--- src/rtl/lane_pkg.sv ---
// Shared types and defaults for the lane serializer family.
package lane_pkg;

  typedef enum logic [0:0] {
    IDLE  = 1'b0,
    SHIFT = 1'b1
  } state_t;

  localparam int DEF_IN_W   = 16;
  localparam int DEF_LANE_W = 8;

  // Ceiling log2 for tools without $clog2; returns at least 1 so indices are never zero-width.
  function automatic int clog2(input int value);
    int res;
    res = 0;
    while ((1 << res) < value) res++;
    if (res < 1) res = 1;
    return res;
  endfunction

endpackage

--- src/rtl/word_lane_serializer_if.sv ---
// Bundles the word-input and lane-output handshakes of the lane serializer.
interface word_lane_serializer_if #(
  parameter int IN_W   = 16,
  parameter int LANE_W = 8
);
  localparam int NUM_LANES = IN_W / LANE_W;
  localparam int IDX_W     = lane_pkg::clog2(NUM_LANES);

  // Both channels: a transfer occurs on a rising edge where valid && ready;
  // once valid is raised it and its payload stay put until that transfer.
  logic [IN_W-1:0]   in_data;
  logic              in_valid;
  logic              in_ready;
  logic              msb_first;
  logic [LANE_W-1:0] out_data;
  logic              out_valid;
  logic              out_ready;
  logic [IDX_W-1:0]  out_idx;
  logic              out_last;

  modport master (
    output in_data, in_valid, msb_first, out_ready,
    input  in_ready, out_data, out_valid, out_idx, out_last
  );

  modport slave (
    input  in_data, in_valid, msb_first, out_ready,
    output in_ready, out_data, out_valid, out_idx, out_last
  );
endinterface

--- src/rtl/lane_mux.sv ---
// Combinational lane picker: returns the LANE_W-bit slice of a word at lane index idx.
module lane_mux #(
  parameter int IN_W   = 16,
  parameter int LANE_W = 8,
  parameter int IDX_W  = 1
) (
  input  logic [IN_W-1:0]   word,
  input  logic [IDX_W-1:0]  idx,
  output logic [LANE_W-1:0] lane
);
  localparam int NUM_LANES = IN_W / LANE_W;

  always_comb begin
    lane = '0;
    for (int i = 0; i < NUM_LANES; i++) begin
      if (idx == IDX_W'(i)) lane = word[i*LANE_W +: LANE_W];
    end
  end
endmodule

--- src/rtl/word_lane_serializer.sv ---
// Splits one IN_W-bit word into IN_W/LANE_W lanes, emitted one per cycle in
// MSB-first or LSB-first order; the next word can be taken as the last lane drains.
module word_lane_serializer
  import lane_pkg::*;
#(
  parameter int IN_W   = DEF_IN_W,
  parameter int LANE_W = DEF_LANE_W
) (
  input  logic                   clk,
  input  logic                   rst,
  word_lane_serializer_if.slave  bus,
  output state_t                 dbg_state
);
  localparam int NUM_LANES = IN_W / LANE_W;
  localparam int IDX_W     = clog2(NUM_LANES);

  generate
    if ((IN_W % LANE_W) != 0 || NUM_LANES < 2) begin : g_bad_params
      $error("word_lane_serializer: IN_W must be a multiple of LANE_W with at least 2 lanes");
    end
  endgenerate

  state_t            state, state_nx;
  logic [IN_W-1:0]   word_q;
  logic [IDX_W-1:0]  cnt_q;
  logic              msb_q;
  logic [IDX_W-1:0]  idx;
  logic [LANE_W-1:0] lane;
  logic              last;
  logic              out_valid;
  logic              in_ready;
  logic              accept;
  logic              advance;

  assign last    = (cnt_q == IDX_W'(NUM_LANES - 1));
  assign idx     = msb_q ? (IDX_W'(NUM_LANES - 1) - cnt_q) : cnt_q;
  assign accept  = bus.in_valid && in_ready;
  assign advance = out_valid && bus.out_ready;

  always_comb begin
    state_nx  = state;
    out_valid = 1'b0;
    in_ready  = 1'b0;
    case (state)
      IDLE: begin
        in_ready = 1'b1;
        if (bus.in_valid) state_nx = SHIFT;
      end
      SHIFT: begin
        out_valid = 1'b1;
        // Draining the last lane frees the holding register in the same cycle.
        if (bus.out_ready && last) begin
          in_ready = 1'b1;
          state_nx = bus.in_valid ? SHIFT : IDLE;
        end
      end
      default: state_nx = IDLE;
    endcase
  end

  always_ff @(posedge clk or posedge rst) begin
    if (rst) begin
      state  <= IDLE;
      word_q <= '0;
      cnt_q  <= '0;
      msb_q  <= 1'b0;
    end else begin
      state <= state_nx;
      if (accept) begin
        word_q <= bus.in_data;
        msb_q  <= bus.msb_first;
        cnt_q  <= '0;
      end else if (advance && !last) begin
        cnt_q <= cnt_q + IDX_W'(1);
      end
    end
  end

  lane_mux #(
    .IN_W  (IN_W),
    .LANE_W(LANE_W),
    .IDX_W (IDX_W)
  ) u_lane_mux (
    .word(word_q),
    .idx (idx),
    .lane(lane)
  );

  // Outputs read as zero while idle so stale words never appear on the bus.
  assign bus.out_data  = out_valid ? lane : '0;
  assign bus.out_idx   = out_valid ? idx : '0;
  assign bus.out_last  = out_valid && last;
  assign bus.out_valid = out_valid;
  assign bus.in_ready  = in_ready;
  assign dbg_state     = state;
endmodule

--- src/flat_wrapper.sv ---
// flat-port wrapper written by rule: the top's interface ports become plain ports
module word_lane_serializer_flat import lane_pkg::*;
#(
  parameter int IN_W   = DEF_IN_W,
  parameter int LANE_W = DEF_LANE_W
)
  (clk, rst, dbg_state, bus_in_data, bus_in_valid, bus_msb_first, bus_out_ready, bus_in_ready, bus_out_data, bus_out_valid, bus_out_idx, bus_out_last);
  word_lane_serializer_if #(.IN_W(IN_W), .LANE_W(LANE_W)) bus_i ();
  input  logic clk;
  input  logic rst;
  output state_t dbg_state;
  input wire logic [$bits(bus_i.in_data)-1:0] bus_in_data;
  input wire logic [$bits(bus_i.in_valid)-1:0] bus_in_valid;
  input wire logic [$bits(bus_i.msb_first)-1:0] bus_msb_first;
  input wire logic [$bits(bus_i.out_ready)-1:0] bus_out_ready;
  output wire logic [$bits(bus_i.in_ready)-1:0] bus_in_ready;
  output wire logic [$bits(bus_i.out_data)-1:0] bus_out_data;
  output wire logic [$bits(bus_i.out_valid)-1:0] bus_out_valid;
  output wire logic [$bits(bus_i.out_idx)-1:0] bus_out_idx;
  output wire logic [$bits(bus_i.out_last)-1:0] bus_out_last;
  assign bus_i.in_data = bus_in_data;
  assign bus_i.in_valid = bus_in_valid;
  assign bus_i.msb_first = bus_msb_first;
  assign bus_i.out_ready = bus_out_ready;
  assign bus_in_ready = bus_i.in_ready;
  assign bus_out_data = bus_i.out_data;
  assign bus_out_valid = bus_i.out_valid;
  assign bus_out_idx = bus_i.out_idx;
  assign bus_out_last = bus_i.out_last;
  word_lane_serializer #(.IN_W(IN_W), .LANE_W(LANE_W)) u_core (.clk(clk), .rst(rst), .bus(bus_i), .dbg_state(dbg_state));
endmodule
--- config.mk ---
export PLATFORM = sky130hd
export DESIGN_NAME = word_lane_serializer_flat
export DESIGN_NICKNAME = d
export VERILOG_FILES = /design/src/rtl/lane_pkg.sv /design/src/rtl/word_lane_serializer_if.sv /design/src/rtl/lane_mux.sv /design/src/rtl/word_lane_serializer.sv /design/src/flat_wrapper.sv
export SDC_FILE = /design/constraint.sdc
export NUM_CORES = 1
export LEC_CHECK = 0
export ABC_AREA = 1
export BUFFER_PORTS_ARGS = -buffer_cell sky130_fd_sc_hd__buf_2
export CORE_ASPECT_RATIO = 0.9
export CORE_UTILIZATION = 48
export DETAILED_ROUTE_END_ITERATION = 12
export GPL_ROUTABILITY_DRIVEN = 0
export PLACE_DENSITY = 0.88
export SLEW_MARGIN = 40
export SYNTH_ARGS = -nofsm -noshare
export SYNTH_HDL_FRONTEND = slang
export SYNTH_SLANG_ARGS = --single-unit
--- constraint.sdc ---
create_clock -name clk -period 1.3 [get_ports clk]
set_input_delay 0.26 -clock clk [delete_from_list [all_inputs] [get_ports clk]]
set_output_delay 0.26 -clock clk [all_outputs]
set_load 0.005 [all_outputs]
==> summary.txt <==
Placed cells - 192
Failing checks - negative setup slack
Met2 routed WL - 1570 um
Hold_ws - 176 ps
Post-route cell area - 1490 sq um
Iter 0 DRT Violations - 37
Grt ovf - 0
Share of layout cells above drive strength 1 - 40.9%
Post-DP HPWL - 1570 um
Overall routing resource usage - 23.3%
Port bufs - 33
Peak supply drop - 1350 uV
Skew-Pair Late Insertion Delay - 300 ps
Fin nets - 208
P_sw - 0.00162 W
Final count of pins violating max slew - 0
Req. time, crit path - 1040 ps
Register area - 478 sq um
# diodes - 0
CP max FO - 8
Synth Flop Type - dfrtp_1
Met3 WL post-DR - 107 um
Rel. slew slack - 63.9%
Clock Tree Buf Depth - 2
Die Y - 45.5 um
Initial Util - 51.6%
Total wire length - 2870 um
Leakage - 0.854 nW
Slew @ Worst Pin - 541 ps
# setup viols final - 28
Core Box Area - 1950 sq um
Critical path class - register to output pin
RSZ-0062 raised after global routing - true
Top post-synthesis cells by count - nand2_1 (52), nand3_1 (26), dfrtp_1 (19)
Initial antenna violation count - 0
Clock power share - 8.3%
Syn_nets - 157
Root Driver - clkbuf_4
Maximum clock frequency - 609 MHz
Seq/Total Area, Yosys - 47.2%
Vias per cell - 5.07
Sequential share of power - 30.2%
Floorplan row count - 15
Wire per inst - 13.6 um
Synth cell types - 12
Area share of the largest cell type after synthesis - 47.2%
Outcome - complete, but fails checks
Die width - 50.3 um
Htree depth - 1
Clk pin slew, worst setup/hold paths - 110 ps
Final worst slack - -343 ps
Number of CTS-inserted buffers - 3
Cell Pwr Density - 2460 nW/um^2
Crit end category - output pin
CTS tree - done
Maxcap violations - 0
Synth Warn # - 0
Global-route wire length before repair - 3900 um
Fill cell total of the finished layout - 139
Combinational share of power - 61.5%
Clock Skew - 8.18 ps
Reg2Reg Setup Slack - -140 ps
DR vias - 1069
Tmin final - 1640 ps
Multi-input gate area - 538 sq um
Synth Instances - 136
Die area - 2290 sq um
Post-route setup TNS - -4250 ps
Most common cell in the synthesized netlist - nand2_1
Syn-to-layout area delta - 48.1%
Sw frac - 44.4%
CP arrival - 1380 ps
Largest net degree at the start of global routing - 20
Max layer used - met4
I/O pin count - 34
Synth area leaders - dfrtp_1 (47%), nand2_1 (19%), nand3_1 (13%), nor2_1 (6.0%), inv_1 (4.8%)
Clk sinks - 19
Non-filler instance count after layout - 211
Wire length on met1 - 1140 um
Final Hold Viols - 0
Post-synth EDFFs - 0
Drt drc - 0
Async SR Flop Fraction - 100%
Internal power - 0.00204 W
Number of global-route vias before repair - 957
Worst Hold Class - input port to register
Fin crit share - 126%
Synth Register Bits - 19
Leading area contributor after synthesis - dfrtp_1
Drt pass-1 iters - 4
Syn Std Cell Area - 1010 sq um
CP startpoint kind - register
Avg Inst Size Synth - 7.41 sq um
Dpl cell area - 1160 sq um
Number of routed nets with antenna violations - 0
power groups by stage:
stage	clock [W]	sequential, W	combinational (W)
final	0.000303	0.00111	0.00225
after global routing	0.000320	0.00114	0.00246
after CTS	0.000301	0.00107	0.00177
after detailed placement	0	0.00108	0.00143
after global placement	0	0.00106	0.00138
after floorplan	0	0.00102	0.00100
timing repair:
action | in CTS | in global routing
resized for setup | 23 | 21
cloned | 0 | 3
setup buffers | 8 | 4
hold buffers | 1 | 0
setup endpoints to repair | 31 | 30
pin swaps | 5 | 3
hold endpoints to repair | 19 | 0
per-layer routing:
layer | track usage, % | vias to the layer above
met5 | 0 | -
met4 | 13.7 | 0
met3 | 3.33 | 7
met2 | 43.2 | 34
met1 | 25.8 | 510
li1 | - | 518
flip-flops by register name (all words and copies together), names as in the netlist:
name              cells
u_core.cnt_q          1
u_core.dbg_state      1
u_core.msb_q          1
u_core.word_q        16
worst max-delay path, stage by stage (launching register included):
cell and delay, ps:
dfrtp_1 440, buf_4 170, nand2_4 90, nand2_8 80, nor2_1 140, nor2_2 50, buf_2 120
through the flow:
| step | utilization (%) | power [W] | setup slack [ps] |
|---|---|---|---|
| finish | 76.4 | 0.00366 | -343 |
| global route | 76.4 | 0.00392 | -381 |
| CTS | 68.1 | 0.00314 | -286 |
| detailed placement | 59.6 | 0.00250 | -66.9 |
| global placement | 59.6 | 0.00243 | -12.0 |
| floorplan | - | 0.00203 | 154 |
cell type report:
type / count / area share [%]
well taps: 25 / 2.10
inverters: 13 / 3.44
multi-input cells: 99 / 36.1
clock buffers: 4 / 1.76
flip-flops and latches: 19 / 32.0
repair buffers: 51 / 24.6
cell families (layout without fill, tap and decap cells):
kind of cell,count (synthesis),after routing,synth area share [%]
buffers and inverters,20,68,12.5
and+or+nand+nor,96,98,39.5
AOI/OAI and AO/OA,1,1,0.746
DFF,19,19,47.2
cell usage in the layout, fill, tap and decap left out, types with 5 or more instances in the layout:
master and instances:
nand2_1 44, buf_2 30, nand3_1 25, dfrtp_1 17, inv_1 11, nor2_1 10
buf_4 9, buf_6 8, nand2_4 6, nor2_2 5
final timing paths:
path	startpoint	to	depth (start not counted)
worst min register to register	u_core.word_q[8]	u_core.word_q[8]	2
worst min-delay path	bus_in_data[2]	u_core.word_q[2]	3
worst max register to register	u_core.cnt_q	u_core.word_q[0]	8
worst max-delay path	u_core.msb_q	bus_out_data[2]	6
max in group asynchronous	rst	u_core.dbg_state	4
min in group asynchronous	rst	u_core.word_q[3]	4
Note: power is estimated with default switching activity, not from simulation.
